**config.mk**
```make
export PLATFORM = sky130hd
export DESIGN_NAME = sic_mem_arbiter
export DESIGN_NICKNAME = d
export VERILOG_FILES = /design/src/rtl/sic_mem_arb_pkg.sv /design/src/rtl/sic_mem_age_select.sv /design/src/rtl/sic_mem_arbiter.sv
export SDC_FILE = /design/constraint.sdc
export NUM_CORES = 1
export LEC_CHECK = 0
export BUFFER_PORTS_ARGS = -buffer_cell sky130_fd_sc_hd__buf_2
export CORE_AREA = 2 2 165 167
export DETAILED_ROUTE_END_ITERATION = 16
export DIE_AREA = 0 0 167 169
export HOLD_SLACK_MARGIN = 0.03
export PLACE_DENSITY = 0.51
export SYNTH_ARGS = -nofsm -noshare
export SYNTH_HDL_FRONTEND = slang
export SYNTH_HIERARCHICAL = 1
export SYNTH_SLANG_ARGS = --single-unit
```
**constraint.sdc**
```tcl
create_clock -name clk -period 5.7 [get_ports clk]
set_clock_uncertainty 0.2 [all_clocks]
set_input_delay 0.285 -clock clk [delete_from_list [all_inputs] [get_ports clk]]
set_output_delay 0.285 -clock clk [all_outputs]
set_load 0.02 [all_outputs]
```
**src/rtl/sic_mem_arb_pkg.sv**
```systemverilog
// Shared types, widths and the age helper for the SIC data-memory arbiter.
// Contents: default sizing localparams, sic_idx_t, age_of().
package sic_mem_arb_pkg;

   localparam int unsigned NUM_SIC_DEF  = 4;
   localparam int unsigned ID_WIDTH_DEF = 6;
   localparam int unsigned ID_W_MAX     = 16;
   localparam int unsigned ADDR_W       = 30;
   localparam int unsigned DATA_W       = 32;

   typedef logic [$clog2(NUM_SIC_DEF)-1:0] sic_idx_t;

   // Distance of id from the issue head, modulo 2**width; smaller is older.
   function automatic logic [ID_W_MAX-1:0] age_of(input logic [ID_W_MAX-1:0] id,
                                                  input logic [ID_W_MAX-1:0] head,
                                                  input int unsigned         width);
      logic [ID_W_MAX-1:0] mask;
      mask = ID_W_MAX'((32'd1 << width) - 32'd1);
      return (id - head) & mask;
   endfunction

endpackage

```
**src/rtl/sic_mem_age_select.sv**
```systemverilog
// Combinational min-age select over the eligible SICs.
// Ports: elig_i (eligible vector), age_i (packed ages, SIC0 in LSBs),
//        vld_c_o (any eligible), idx_c_o (oldest eligible; ties -> lowest index).
module sic_mem_age_select #(
   parameter int unsigned NUM_SIC  = 4,
   parameter int unsigned ID_WIDTH = 6,
   localparam int unsigned IDX_W   = $clog2(NUM_SIC)
) (
   input  logic [NUM_SIC-1:0]          elig_i,
   input  logic [NUM_SIC*ID_WIDTH-1:0] age_i,
   output logic                        vld_c_o,
   output logic [IDX_W-1:0]            idx_c_o
);

   logic                found;
   logic [IDX_W-1:0]    idx;
   logic [ID_WIDTH-1:0] best;

   // Strict less-than keeps the lower index on equal ages.
   always_comb begin
      found = 1'b0;
      idx   = '0;
      best  = '0;
      for (int unsigned i = 0; i < NUM_SIC; i++) begin
         if (elig_i[i] && (!found || (age_i[i*ID_WIDTH +: ID_WIDTH] < best))) begin
            found = 1'b1;
            idx   = IDX_W'(i);
            best  = age_i[i*ID_WIDTH +: ID_WIDTH];
         end
      end
      vld_c_o = found;
      idx_c_o = idx;
   end

endmodule

```
**src/rtl/sic_mem_arbiter.sv**
```systemverilog
// Data-memory lock arbiter: grants the oldest requesting SIC (relative to the
// issue head) for one cycle and muxes its addr/wdata/wen onto the single-port
// data memory. Read data is broadcast to all SICs.
// Ports: clk, rst (sync, active high), head_issue_id, req, req_issue_id,
//        release_lock, sic_addr, sic_wdata, sic_wen -> mem_grant (registered
//        one-hot), mem_rdata, dmem_addr, dmem_wdata, dmem_wen; dmem_rdata in.
// Optional: define SIC_MEM_ARB_STATS_EN to add stat_grants / stat_conflicts.
module sic_mem_arbiter
   import sic_mem_arb_pkg::*;
#(
   parameter int unsigned NUM_SIC  = NUM_SIC_DEF,
   parameter int unsigned ID_WIDTH = ID_WIDTH_DEF
) (
   input  logic                        clk,
   input  logic                        rst,
   input  logic [ID_WIDTH-1:0]         head_issue_id,
   input  logic [NUM_SIC-1:0]          req,
   input  logic [NUM_SIC*ID_WIDTH-1:0] req_issue_id,
   input  logic [NUM_SIC-1:0]          release_lock,
   input  logic [NUM_SIC*ADDR_W-1:0]   sic_addr,
   input  logic [NUM_SIC*DATA_W-1:0]   sic_wdata,
   input  logic [NUM_SIC-1:0]          sic_wen,
   output logic [NUM_SIC-1:0]          mem_grant,
   output logic [DATA_W-1:0]           mem_rdata,
   output logic [ADDR_W-1:0]           dmem_addr,
   output logic [DATA_W-1:0]           dmem_wdata,
   output logic                        dmem_wen,
   input  logic [DATA_W-1:0]           dmem_rdata
`ifdef SIC_MEM_ARB_STATS_EN
   ,
   output logic [31:0]                 stat_grants,
   output logic [31:0]                 stat_conflicts
`endif
);

   localparam int unsigned IDX_W = $clog2(NUM_SIC);

   logic [IDX_W-1:0]            gnt_idx_q, gnt_idx_d;
   logic                        gnt_vld_q, gnt_vld_d;
   logic [NUM_SIC-1:0]          mem_grant_q, mem_grant_d;
   logic [NUM_SIC-1:0]          elig;
   logic [NUM_SIC*ID_WIDTH-1:0] age_vec;
   logic                        sel_vld;
   logic [IDX_W-1:0]            sel_idx;
   logic                        wen_sel;

   // Per-SIC age relative to the issue head.
   always_comb begin
      age_vec = '0;
      for (int unsigned i = 0; i < NUM_SIC; i++) begin
         age_vec[i*ID_WIDTH +: ID_WIDTH] =
            ID_WIDTH'(age_of(ID_W_MAX'(req_issue_id[i*ID_WIDTH +: ID_WIDTH]),
                             ID_W_MAX'(head_issue_id), ID_WIDTH));
      end
   end

   // The SIC in its grant cycle still shows req; mask it so it is not regranted.
   assign elig = req & ~mem_grant_q;

   sic_mem_age_select #(
      .NUM_SIC  (NUM_SIC),
      .ID_WIDTH (ID_WIDTH)
   ) u_age_select (
      .elig_i  (elig),
      .age_i   (age_vec),
      .vld_c_o (sel_vld),
      .idx_c_o (sel_idx)
   );

   // Next grant decision.
   always_comb begin
      gnt_vld_d   = sel_vld;
      gnt_idx_d   = sel_idx;
      mem_grant_d = '0;
      if (sel_vld) begin
         mem_grant_d = NUM_SIC'(1) << sel_idx;
      end
   end

   // Grant registers; a grant lives for exactly one cycle.
   always_ff @(posedge clk) begin
      if (rst) begin
         gnt_idx_q   <= '0;
         gnt_vld_q   <= 1'b0;
         mem_grant_q <= '0;
      end else begin
         gnt_idx_q   <= gnt_idx_d;
         gnt_vld_q   <= gnt_vld_d;
         mem_grant_q <= mem_grant_d;
      end
   end

   // Memory-side mux driven by the registered grant index.
   always_comb begin
      dmem_addr  = '0;
      dmem_wdata = '0;
      wen_sel    = 1'b0;
      for (int unsigned i = 0; i < NUM_SIC; i++) begin
         if (gnt_idx_q == IDX_W'(i)) begin
            dmem_addr  = sic_addr[i*ADDR_W +: ADDR_W];
            dmem_wdata = sic_wdata[i*DATA_W +: DATA_W];
            wen_sel    = sic_wen[i];
         end
      end
      dmem_wen = gnt_vld_q & wen_sel;
   end

   assign mem_grant = mem_grant_q;
   assign mem_rdata = dmem_rdata;

`ifdef SIC_MEM_ARB_STATS_EN
   logic [31:0] stat_grants_q, stat_conflicts_q;
   logic        multi_elig;

   // Two or more bits set in the eligible vector.
   assign multi_elig = |(elig & (elig - NUM_SIC'(1)));

   // Saturating grant / conflict counters.
   always_ff @(posedge clk) begin
      if (rst) begin
         stat_grants_q    <= '0;
         stat_conflicts_q <= '0;
      end else begin
         if (gnt_vld_q && (stat_grants_q != 32'hFFFF_FFFF)) begin
            stat_grants_q <= stat_grants_q + 32'd1;
         end
         if (multi_elig && (stat_conflicts_q != 32'hFFFF_FFFF)) begin
            stat_conflicts_q <= stat_conflicts_q + 32'd1;
         end
      end
   end

   assign stat_grants    = stat_grants_q;
   assign stat_conflicts = stat_conflicts_q;
`endif

`ifndef SYNTHESIS
   // Releasing a lock that is not currently granted is a SIC protocol error.
   always_ff @(posedge clk) begin
      if (!rst) begin
         assert ((release_lock & ~mem_grant_q) == '0)
            else $error("sic_mem_arbiter: release_lock %b without grant %b",
                        release_lock, mem_grant_q);
      end
   end
`endif

endmodule

```
Yosys cells after proc, flatten, opt, wreduce, memory -nomap -nowiden
Cells that the tools add are included.

Bits in latches: 0. Register bits: 7. Word-level logic and storage cells: 51. Memories kept: 0. Memory bits (read-only): 0. Memory bits (writable): 0.

Muxes and demuxes: 22. $lt $le $gt $ge: 3. Shifts and indexed selects: 1. Bitwise operators: 4. Divide/modulo/power cells: 0. $mul: 0. $add $sub $neg: 4. Reduce and logical (&&, ||, !) cells: 11. Eq/ne operators: 3.

Operator list (count): 32-bit two-way mux (4); 30-bit two-way mux (4); 6-bit subtractor (4); 6-bit < comparator (3); 6-bit two-way mux (3); 1-bit two-way mux (9); 4-bit AND (1); 2-bit equality test, second input constant (2); 2-bit two-way mux (2); 4-bit inverter (1); 1-bit by 2-bit << shifter with 4-bit output, first input constant (1); 1-bit logical AND (3); 1-bit zero test (3); 1-bit logical OR (3); 2-bit by 1-bit equality test with 1-bit output, second input constant (1); 2-bit zero test (1); 2-bit OR reduction (1); 1-bit AND (1); 1-bit inverter (1).

Depth between registers and ports, before layout
Gate-level depths: netlist (run 1).

Word-level depth: 17. Gate-level depth with buffers: 30. Mapped depth without buffers: 30.

Cells and area by module
Netlist (run 1), hierarchy kept.

By module, submodules not included: sic_mem_arbiter (instances 1, area each 2927.8 um^2, sequential area each 140.1 um^2, cells each 249); sic_mem_age_select (instances 1, area each 705.7 um^2, sequential area each 0.0 um^2, cells each 93).

Least setup slack after synthesis (run 1)
Ideal clock, no wire load.

Path kind: input to register. Start: input req_issue_id[0]. End: register mem_grant_q[1] (netlist: mem_grant[1]). Buffers on the path: 0. Data required time: 5.384 ns. Stages: 28. Data arrival time: 5.183 ns. Setup slack: 0.202 ns. Cells stage by stage: inv_1 ha_1 fa_1 inv_1 a21o_1 a21oi_1 xnor2_1 nand2_1 ha_1 a21o_1 a21oi_1 a21boi_1 nand2_1 a32oi_1 ha_1 a21oi_1 o21ai_0 a21oi_1 o21ai_0 a21oi_4 mux2_1 ha_1 a21o_1 a221oi_1 o21ai_0 o31ai_1 or2_1 and3b_1.

RTL lines: from (decl) (RTL line sic_mem_arbiter.sv:18) `input logic [NUM_SIC*ID_WIDTH-1:0] req_issue_id,`; 6-bit subtractor (*) (RTL line sic_mem_arb_pkg.sv:19) `return (id - head) & mask;`; net age_vec[4] (RTL line sic_mem_arbiter.sv:42) `logic [NUM_SIC*ID_WIDTH-1:0] age_vec;`; 6-bit two-way mux (*) (RTL line sic_mem_age_select.sv:25) `if (elig_i[i] && (!found || (age_i[i*ID_WIDTH +: ID_WIDTH] < best))) begin`; 6-bit < comparator (RTL line sic_mem_age_select.sv:25); 1-bit logical OR (RTL line sic_mem_age_select.sv:25); 1-bit logical AND (RTL line sic_mem_age_select.sv:25); 6-bit two-way mux / 1-bit two-way mux (equally long branches) (RTL line sic_mem_age_select.sv:25); 6-bit < comparator / 1-bit zero test (equally long branches) (RTL line sic_mem_age_select.sv:25); 1-bit logical OR (RTL line sic_mem_age_select.sv:25); 1-bit logical AND (RTL line sic_mem_age_select.sv:25); 6-bit two-way mux / 1-bit two-way mux (equally long branches) (RTL line sic_mem_age_select.sv:25); 6-bit < comparator / 1-bit zero test (equally long branches) (RTL line sic_mem_age_select.sv:25); 1-bit logical OR (RTL line sic_mem_age_select.sv:25); 1-bit logical AND (RTL line sic_mem_age_select.sv:25); 2-bit two-way mux (*) (RTL line sic_mem_age_select.sv:25); net gnt_idx_d[1] (RTL line sic_mem_arbiter.sv:38) `logic [IDX_W-1:0] gnt_idx_q, gnt_idx_d;`; 1-bit by 2-bit << shifter with 4-bit output (*) (RTL line sic_mem_arbiter.sv:76) `mem_grant_d = NUM_SIC'(1) << sel_idx;`; to (signal assigned) (RTL line sic_mem_arbiter.sv:89) `mem_grant_q <= mem_grant_d;`; to (decl) (RTL line sic_mem_arbiter.sv:40) `logic [NUM_SIC-1:0] mem_grant_q, mem_grant_d;`.

The timed path passes the listed nets; every way through them passes the cells marked *. A chain may end at the register's enable or synchronous reset.

Worst setup path after layout (run 1)
Start: input head_issue_id[0]. End: register mem_grant_q[1] (netlist: mem_grant[1]).

RTL lines: from (decl) (RTL line sic_mem_arbiter.sv:16) `input logic [ID_WIDTH-1:0] head_issue_id,`; 6-bit subtractor (*) (RTL line sic_mem_arb_pkg.sv:19); net age_vec[4] (RTL line sic_mem_arbiter.sv:42); 6-bit two-way mux (*) (RTL line sic_mem_age_select.sv:25); 6-bit < comparator (RTL line sic_mem_age_select.sv:25); 1-bit logical OR (RTL line sic_mem_age_select.sv:25); 1-bit logical AND (RTL line sic_mem_age_select.sv:25); 6-bit two-way mux / 1-bit two-way mux (equally long branches) (RTL line sic_mem_age_select.sv:25); 6-bit < comparator / 1-bit zero test (equally long branches) (RTL line sic_mem_age_select.sv:25); 1-bit logical OR (RTL line sic_mem_age_select.sv:25); 1-bit logical AND (RTL line sic_mem_age_select.sv:25); 6-bit two-way mux / 1-bit two-way mux (equally long branches) (RTL line sic_mem_age_select.sv:25); 6-bit < comparator / 1-bit zero test (equally long branches) (RTL line sic_mem_age_select.sv:25); 1-bit logical OR (RTL line sic_mem_age_select.sv:25); 1-bit logical AND (RTL line sic_mem_age_select.sv:25); 2-bit two-way mux (*) (RTL line sic_mem_age_select.sv:25); net gnt_idx_d[1] (RTL line sic_mem_arbiter.sv:38); 1-bit by 2-bit << shifter with 4-bit output (*) (RTL line sic_mem_arbiter.sv:76).

Marks and branches as above.

==> impl_metrics.csv, run 1 <==
group,metric,value,unit
global_route,antenna_found_initial,12,
critical_path,critical_path_class,"input pin to flip-flop",
timing,maxSlewViolCount,0,
timing,fin_tns_setup,0,ns
synthesis,ys_warn_count,6,
timing,rsz0062_at_grt,"true",
synthesis,ys_types,47,
die,die_w,167,um
placed_design,dp_slack,-0.360,ns
global_route,track_usage,13.3,%
synthesis,ys.flop_type,"dfxtp_1",
power,seqPwrFrac,10.7,%
synthesis,synth_largest_area_cell,"mux4_2",
routing,viasPerCell,4.12,
power,p_sw_share,50.1,%
synthesis,synth_xor_area_share,2.89,%
critical_path,cp-start-kind,"input pin",
synthesis,netlist_instances,342,
clocking,clk_root_buffer_cell,"clkbuf_16",
timing,min_period,5.60,ns
synthesis,synth-simple-area-share,8.92,%
synthesis,syn-mean-instance-area,10.6,sq um
routing,initialDrtViolationCount,144,
timing,finalSetupViolations,0,
layout,nets,1062,
critical_path,crit_path_max_fanout,5,
routing,via_count,4301,
synthesis,synth_top_area_share,37.8,%
placed_design,gp_congestion,0.806,
critical_path,cp.required,5.62,ns
synthesis,syn_nets,705,
placed_design,dpl-instance-area,5670,sq um
power,internal_power,1.03,mW
routing,postRouteAntennaNets,0,
outcome,status,"complete, no violations",
synthesis,synth_compound_area_share,13.9,%
layout,final_cell_mix,"buf_2 (351), mux4_2 (61), buf_4 (43)",
power,combPwrFrac,83.6,%
hold_path,hold_class,"input pin to flip-flop",
global_route,grt.overflow.total,0,
clocking,cts-hold-fix-buffers,0,
synthesis,async_reset_ff_share,0,%
synthesis,yosys-top-cells-area,"mux4_2 (38%), ha_1 (12%), buf_4 (6.8%)",
clocking,clkTransAtPathRegs,0.04,ns
critical_path,critPathArrivalTime,5.52,ns
layout,stdcell_area,6150,sq um
power,powerDensity,335,nW/um^2
synthesis,yosysSeqAreaShare,3.86,%
layout,area_growth,69.2,%
layout,num-fill-cells,2891,
die,num_io_pins,423,
layout,final_common_cell,"buf_2",
layout,drive_above_1_share,73.8,%
die,num_rows,60,
die,die-area,28200,sq um
critical_path,crit_path_end_kind,"flip-flop",
clocking,ctsHtreeMaxLevel,1,
synthesis,synth.area.mux_share,41.2,%
clocking,cts_tree,"built",
synthesis,synth_top_family_by_area,"multiplexers",
critical_path,crit_slowest_cell,"fa_2",
timing,slew_headroom,39.1,%
synthesis,synthAdderAreaFrac,14.3,%
routing,drt-total-wl,20500,um
power,peakVddDrop,0.000224,V
placed_design,io_buffers,354,
clocking,insertion_delay,0.23,ns
die,start_util,13.7,%
global_route,grt_pass1_vias,4253,
timing,clock.fmax,179,MHz
flow_run,drv_cap,0,
power,p_clk_share,5.7,%
timing,hold_violations,0,
power,switchingPower,1.03,mW
die,die_height,169,um
timing,worst_slew_pin_slew,0.913,ns
power,p_total,2.06,mW
timing,fin_ws,0.0988,ns
global_route,grt_pass1_wl,27300,um
critical_path,max_stage_delay,0.39,ns
clocking,numClockSinks,7,
power,power.leakage,2.97,nW
clocking,cts_made_buffers,3,
routing,drtPass1Iterations,4,
synthesis,synth_seq_cells,7,
routing,remaining_drc_errors,0,
synthesis,syn-cell-area,3630,sq um
placed_design,dp_hpwl,18500,um
synthesis,synth_edf_count,0,
timing,fin_crit_sh,98.3,%
routing,wl_per_cell,19.6,um
die,core,26500,sq um
global_route,grt_max_degree,64,
clocking,clk_path_buf_depth,2,
-- stage by stage --
stage          hold WS [ns]  util (%)  cells
2_1_floorplan         0.157         -    342
3_3_place_gp          0.272      21.4   1022
3_5_place_dp          0.276      21.4   1022
4_1_cts              0.0401      22.0   1030
5_1_grt              0.0472      23.2   1043
6_report             0.0402      23.2   1044
-- flip-flops by register name, summed over array words and instances (netlist names) --
register   flops
gnt_vld_q      1
mem_grant      4
gnt_idx_q      2
-- Yosys cell counts (2+ instances only) --
| library cell | instances |
|---|---|
| o211ai_1 | 4 |
| xor2_1 | 4 |
| nand2b_1 | 2 |
| a32oi_1 | 5 |
| a21boi_0 | 4 |
| a21o_1 | 6 |
| and2_1 | 5 |
| a2111oi_0 | 2 |
| a211oi_1 | 2 |
| o31ai_1 | 5 |
| o21ai_0 | 14 |
| buf_2 | 6 |
| nor2b_1 | 11 |
| buf_4 | 33 |
| mux4_2 | 61 |
| mux4_1 | 2 |
| buf_12 | 6 |
| and3_1 | 3 |
| o21bai_1 | 3 |
| a21oi_1 | 14 |
| mux2_1 | 5 |
| o21a_1 | 6 |
| xnor2_1 | 8 |
| fa_1 | 4 |
| ha_1 | 35 |
| nor3_1 | 9 |
| dfxtp_1 | 7 |
| inv_1 | 34 |
| clkbuf_1 | 2 |
| nand2_1 | 15 |
| nor2_1 | 9 |
-- final timing paths --
path	start	endpoint	slack [ns]	cells after the start
hold reg to reg	mem_grant[3]	gnt_vld_q	0.58	3
setup / recovery	head_issue_id[0]	mem_grant[1]	0.1	28
hold / removal	rst	gnt_idx_q[0]	0.04	2
setup reg to reg	mem_grant[0]	mem_grant[1]	0.51	23
-- final cells by class --
| type | count | area, sq um | share of cell area (%) |
|---|---|---|---|
| Multi-Input combinational cell | 253 | 3210 | 52.1 |
| Clock buffer | 4 | 78.8 | 1.28 |
| Inverter | 34 | 128 | 2.08 |
| Sequential cell | 7 | 148 | 2.40 |
| Timing Repair Buffer | 400 | 2150 | 35.0 |
| Antenna cell | 5 | 12.5 | 0.203 |
| Tap cell | 341 | 427 | 6.94 |
-- per-layer routing --
layer,part of all wire (%),vias to the layer above,GRT usage (%)
met4,1.4,0,3.45
li1,-,2024,-
met5,0,-,0
met3,10,16,5.35
met1,36,2024,14.9
met2,52,237,23.3
-- repair_timing --
item                       in CTS  in global routing
resized for setup               7                 60
setup endpoints to repair       6                  6
pin swaps                       5                 36
hold endpoints to repair        0                  0
setup buffers                   4                  9
-- kinds of logic after synthesis --
logic type / after synthesis
adder cells (fa/ha/maj): 39
buffers and inverters: 82
multiplexers: 69
AO/OA/AOI/OAI: 72
AND/OR/NAND/NOR: 61
flip-flops: 7
XOR/XNOR: 12
-- power groups by stage --
stage | Combinational [mW] | Sequential [mW] | Clock [mW]
finish | 1.72 | 0.220 | 0.117
global route | 1.85 | 0.239 | 0.124
CTS | 1.59 | 0.233 | 0.119
detailed placement | 1.56 | 0.233 | 0
global placement | 1.55 | 0.229 | 0
floorplan | 1.19 | 0.0874 | 0
-- critical path: cells and delay by family --
family                   cells  cell delay [ns]
AND/OR/NAND/NOR              4             0.58
adder cells (fa/ha/maj)      5             1.41
XOR/XNOR                     1             0.15
AO/OA/AOI/OAI               15             2.58
multiplexers                 1             0.34
buffers and inverters        2             0.17
Power figures use the tool's default switching activity.
==> run 2, diff against run 1 <==
--- a/config.mk
+++ b/config.mk
@@ -10,7 +10,7 @@
 export DETAILED_ROUTE_END_ITERATION = 16
 export DIE_AREA = 0 0 167 169
 export HOLD_SLACK_MARGIN = 0.03
-export PLACE_DENSITY = 0.51
+export PLACE_DENSITY = 0.44
 export SYNTH_ARGS = -nofsm -noshare
 export SYNTH_HDL_FRONTEND = slang
 export SYNTH_HIERARCHICAL = 1
==> constraint.sdc (replaced) <==
create_clock -name clk -period 7.2 [get_ports clk]
set_clock_uncertainty 0.2 [all_clocks]
set_input_delay 0.36 -clock clk [delete_from_list [all_inputs] [get_ports clk]]
set_output_delay 0.36 -clock clk [all_outputs]
set_load 0.02 [all_outputs]
==> impl_metrics.csv, run 2 (synthesized netlist as in run 1, its figures left out) <==
group,metric,value,unit
routing,wl_met3,1460,um
timing,fin_ws,0.951,ns
hold_path,hold_class,"input pin to flip-flop",
global_route,antenna_found_initial,11,
timing,hold_violations,0,
outcome,status,"complete, no violations",
clocking,clk_path_buf_depth,2,
routing,dr.max_layer_used,"met4",
layout,num-fill-cells,2955,
routing,drtPass1Iterations,4,
placed_design,dp_hpwl,17400,um
placed_design,dp_cells,991,
clocking,cts_resized,0,
layout,final_common_cell,"buf_2",
routing,drt-total-wl,19000,um
timing,rsz0062_at_grt,"false",
layout,final_cells,998,
routing,wl_per_cell,19.0,um
routing,wl_met1,7740,um
placed_design,gp_congestion,0.750,
die,die-area,28200,sq um
routing,postRouteAntennaNets,0,
die,die_w,167,um
critical_path,cp-start-kind,"input pin",
die,core,26500,sq um
die,num_io_pins,423,
clocking,insertion_delay,0.23,ns
timing,worst_slew_pin_slew,0.947,ns
clocking,ctsHtreeMaxLevel,1,
routing,via_count,4075,
timing,maxSlewViolCount,0,
critical_path,critPathArrivalTime,6.22,ns
critical_path,crit_path_end_kind,"flip-flop",
power,power.leakage,2.69,nW
routing,dr_wl_met2,9330,um
flow_run,drv_cap,0,
global_route,grt.overflow.total,0,
timing,fin_tns_setup,0,ns
timing,fin_crit_sh,86.8,%
global_route,grt_max_degree,64,
power,peakVddDrop,0.000103,V
timing,clock.fmax,160,MHz
layout,regArea,148,sq um
clocking,cts-hold-fix-buffers,0,
clocking,clk_root_buffer_cell,"clkbuf_16",
critical_path,crit_path_max_fanout,7,
die,die_height,169,um
clocking,cts_tree,"built",
layout,utilization,20.8,%
global_route,grt_pass1_vias,4138,
routing,viasPerCell,4.08,
placed_design,io_buffers,354,
clocking,numClockSinks,7,
layout,area_growth,52.0,%
timing,slew_headroom,36.9,%
clocking,cts_made_buffers,3,
critical_path,critical_path_class,"input pin to flip-flop",
layout,final_cell_mix,"buf_2 (354), mux4_2 (61), ha_1 (35)",
global_route,grt_pass1_wl,26200,um
layout,multi_input_area,2950,sq um
timing,min_period,6.25,ns
layout,drive_above_1_share,65.0,%
layout,largest_reg_flops,4,
global_route,track_usage,12.6,%
power,powerDensity,257,nW/um^2
timing,finalSetupViolations,0,
critical_path,cp.required,7.17,ns
die,num_rows,60,
placed_design,dp_slack,0.670,ns
die,start_util,13.7,%
routing,initialDrtViolationCount,154,
clocking,clkTransAtPathRegs,0.04,ns
routing,remaining_drc_errors,0,
clocking,postCtsSetupBuffers,0,
layout,nets,1018,
==> run 2: changes by cell type in the layout (fill, tap and decap cells not counted), moves of 5 or more <==
cell	delta
ha_1	+7
a21oi_2	-6
a21oi_1	+6
ha_4	-6
buf_4	-41
buf_6	-5
==> run 2: cell type report <==
type                    count  area share (%)
diodes                      3           0.136
clock buffers               4            1.43
inverters                  34            2.31
multi-input cells         253            53.4
flip-flops and latches      7            2.67
well taps                 341            7.72
repair buffers            356            32.3
==> run 2: final timing paths <==
| kind | from | endpoint | slack, ns | depth (start not counted) |
|---|---|---|---|---|
| setup / recovery | head_issue_id[1] | mem_grant[3] | 0.95 | 27 |
| hold / removal | rst | gnt_idx_q[1] | 0.12 | 2 |
| setup reg to reg | mem_grant[0] | mem_grant[3] | 1.49 | 22 |
| hold reg to reg | mem_grant[3] | gnt_vld_q | 0.60 | 3 |
==> run 2: power breakdown <==
| part | total, mW | switching, mW | internal [mW] |
|---|---|---|---|
| clock network | 0.0925 | 0.0190 | 0.0735 |
| logic | 1.16 | 0.611 | 0.547 |
| registers | 0.168 | 0.112 | 0.0560 |
| total | 1.42 | 0.742 | 0.676 |
==> run 2: per-stage QoR <==
step	cell area, sq um	power [mW]	hold WS [ns]
2_1_floorplan	3630	1.01	0.232
3_3_place_gp	5440	1.35	0.353
3_5_place_dp	5440	1.35	0.355
4_1_cts	5520	1.45	0.117
5_1_grt	5520	1.53	0.126
6_report	5520	1.42	0.120
==> run 2: per-layer routing <==
metal,track usage (%),vias to the layer above
met4,2.10,0
met2,22.5,231
met1,15.4,1883
li1,-,1937
met5,0,-
met3,3.39,24
==> run 2: worst max-delay path, cell delays in order <==
cell      delay (ns)
buf_2           0.20
inv_1           0.16
ha_1            0.31
nor2b_1         0.14
o31ai_1         0.31
a21boi_0        0.30
nand2_1         0.09
ha_1            0.21
a21o_1          0.20
a21oi_1         0.18
a21boi_1        0.21
nand2_1         0.16
a32oi_1         0.37
ha_1            0.31
a21oi_1         0.13
o21ai_0         0.15
a21oi_1         0.14
o21ai_0         0.14
a21oi_4         0.26
mux2_1          0.35
ha_1            0.30
a21o_1          0.18
a221oi_1        0.23
o21ai_0         0.12
o31ai_1         0.27
o21bai_1        0.23
and3_1          0.21
==> run 3, diff against run 2 <==
--- a/config.mk
+++ b/config.mk
@@ -5,12 +5,13 @@
 export SDC_FILE = /design/constraint.sdc
 export NUM_CORES = 1
 export LEC_CHECK = 0
+export ABC_AREA = 1
 export BUFFER_PORTS_ARGS = -buffer_cell sky130_fd_sc_hd__buf_2
 export CORE_AREA = 2 2 165 167
 export DETAILED_ROUTE_END_ITERATION = 16
 export DIE_AREA = 0 0 167 169
 export HOLD_SLACK_MARGIN = 0.03
-export PLACE_DENSITY = 0.44
+export PLACE_DENSITY = 0.43
 export SYNTH_ARGS = -nofsm -noshare
 export SYNTH_HDL_FRONTEND = slang
 export SYNTH_HIERARCHICAL = 1
==> impl_metrics.csv, run 3 <==
group,metric,value,unit
die,start_util,13.3,%
clocking,cts_made_buffers,3,
critical_path,critPathArrivalTime,5.26,ns
layout,multi_input_area,2760,sq um
layout,regArea,140,sq um
timing,min_period,5.30,ns
routing,drt-total-wl,19600,um
placed_design,io_buffers,354,
power,power.leakage,3.13,nW
clocking,clk_path_buf_depth,2,
layout,stdcell_area,5450,sq um
synthesis,ys.flop_type,"dfxtp_1",
clocking,cts-hold-fix-buffers,0,
die,core,26500,sq um
synthesis,yosys-top-cells-area,"nand2_1 (37%), ha_1 (12%), nand4_1 (12%)",
routing,initialDrtViolationCount,244,
critical_path,critical_path_class,"input pin to flip-flop",
timing,worst_slew_pin_slew,0.763,ns
timing,finalSetupViolations,0,
synthesis,synth_edf_count,0,
routing,wl_per_cell,14.9,um
critical_path,cpMostUsedCell,"nand2_1",
clocking,clkTransAtPathRegs,0.04,ns
global_route,antenna_found_initial,5,
die,die_height,169,um
power,switchingPower,0.920,mW
layout,area_growth,55.2,%
critical_path,cp-start-kind,"input pin",
die,die_w,167,um
timing,holdWs,0.126,ns
synthesis,synth_seq_cells,7,
critical_path,cp.required,7.16,ns
synthesis,ys_warn_count,6,
power,p_sw_share,62.4,%
clocking,cts_tree,"built",
synthesis,ys_types,28,
power,p_total,1.47,mW
placed_design,dpl-instance-area,5370,sq um
layout,largest_reg_flops,4,
critical_path,crit_slowest_cell,"fa_1",
synthesis,netlist_instances,672,
routing,drtPass1Iterations,5,
routing,remaining_drc_errors,0,
synthesis,async_reset_ff_share,0,%
synthesis,syn-mean-instance-area,5.23,sq um
clocking,numClockSinks,7,
layout,final_cells,1319,
power,internal_power,0.555,mW
power,combPwrFrac,89.1,%
die,num_rows,60,
placed_design,dp_cells,1312,
placed_design,gp_congestion,0.841,
layout,final_common_cell,"buf_2",
outcome,status,"complete, no violations",
synthesis,syn-cell-area,3510,sq um
synthesis,synth_most_common_cell,"nand2_1",
timing,fin_crit_sh,73.6,%
layout,num-fill-cells,3149,
timing,hold_violations,0,
flow_run,drv_cap,0,
synthesis,synth_top_area_share,36.5,%
global_route,grt_pass1_vias,5038,
clocking,ctsHtreeMaxLevel,1,
global_route,grt_max_degree,64,
timing,rsz0062_at_grt,"false",
synthesis,synth_largest_area_cell,"nand2_1",
synthesis,yosysSeqAreaShare,3.99,%
synthesis,synth_top_cells_by_count,"nand2_1 (342), nand4_1 (65), inv_1 (58)",
power,seqPwrFrac,4.5,%
hold_path,hold_class,"input pin to flip-flop",
global_route,grt_pass1_wl,28500,um
placed_design,dp_hpwl,16700,um
global_route,track_usage,12.9,%
clocking,insertion_delay,0.23,ns
routing,postRouteAntennaNets,0,
power,powerDensity,270,nW/um^2
timing,maxSlewViolCount,0,
layout,final_cell_mix,"buf_2 (354), nand2_1 (342), nand4_1 (65)",
timing,clock.fmax,189,MHz
timing,fin_tns_setup,0,ns
synthesis,syn_nets,1035,
routing,via_count,5261,
clocking,cts_resized,0,
critical_path,crit_path_max_fanout,13,
die,die-area,28200,sq um
timing,slew_headroom,49.2,%
layout,nets,1339,
global_route,grt.overflow.total,0,
power,p_clk_share,6.3,%
die,num_io_pins,423,
clocking,clk_root_buffer_cell,"clkbuf_16",
clocking,postCtsSetupBuffers,0,
layout,drive_above_1_share,38.8,%
critical_path,max_stage_delay,0.40,ns
power,peakVddDrop,0.000116,V
critical_path,crit_path_end_kind,"flip-flop",
routing,viasPerCell,3.99,
run 3: cell count changes in the layout (fill, tap and decap cells not counted), moves of 8 or more:
cell     before  now
nor3_1        9    0
nand2_1      15  342
o21ai_0      14    2
nand3_1       1   10
nand4_1       0   65
o21ai_1       0    8
mux4_2       61    0
inv_1        34   58
nor2b_1      11    0
nor2_1        9   31
run 3: through the flow:
stage               util [%]  setup slack, ns
global placement        20.3             1.68
detailed placement      20.3             1.61
CTS                     20.5             1.83
global route            20.6             1.26
floorplan                  -             2.30
finish                  20.6             1.90
run 3: layer usage:
layer	part of all wire (%)	GRT usage (%)
met1	40	14.8
met4	1.6	3.04
met3	9.1	3.72
met5	0	0
met2	50	23.5
run 3: cells by family (layout without fill, tap and decap cells):
logic type / Yosys count / in the layout / share of synthesized area, %
buffers and inverters: 122 / 425 / 17.6
AOI/OAI and AO/OA: 25 / 25 / 3.78
other: 0 / 3 / 0
adders and majority gates: 39 / 39 / 14.7
DFF: 7 / 7 / 3.99
and+or+nand+nor: 466 / 466 / 56.7
xor gates and xnor gates: 13 / 13 / 3.24
run 3: power by group through the flow:
stage	clock [mW]	combinational, mW	sequential [mW]
3_5_place_dp	0	1.34	0.0686
3_3_place_gp	0	1.34	0.0690
6_report	0.0935	1.31	0.0670
5_1_grt	0.0970	1.45	0.0703
2_1_floorplan	0	0.867	0.0722
4_1_cts	0.0949	1.34	0.0683
run 3: area by class of cell:
class                   instances  area share [%]
multi-input cells             543            50.6
clock buffers                   4            1.45
inverters                      63            4.34
flip-flops and latches          7            2.57
diodes                          3           0.138
repair buffers                358            33.0
well taps                     341            7.82
run 3: final timing paths:
path,from,end,slack (ns),depth (start not counted)
min reg2reg,mem_grant[3],gnt_idx_q[1],0.46,5
max,head_issue_id[0],mem_grant[2],1.90,35
min,rst,gnt_idx_q[0],0.13,2
max reg2reg,mem_grant[0],mem_grant[2],2.18,29
run 3: critical path: cells and delay by family:
family	cells	cell delay, ns
and+or+nand+nor	20	1.79
buffers and inverters	2	0.20
xor gates and xnor gates	1	0.14
adders and majority gates	5	1.55
AOI/OAI and AO/OA	7	1.20
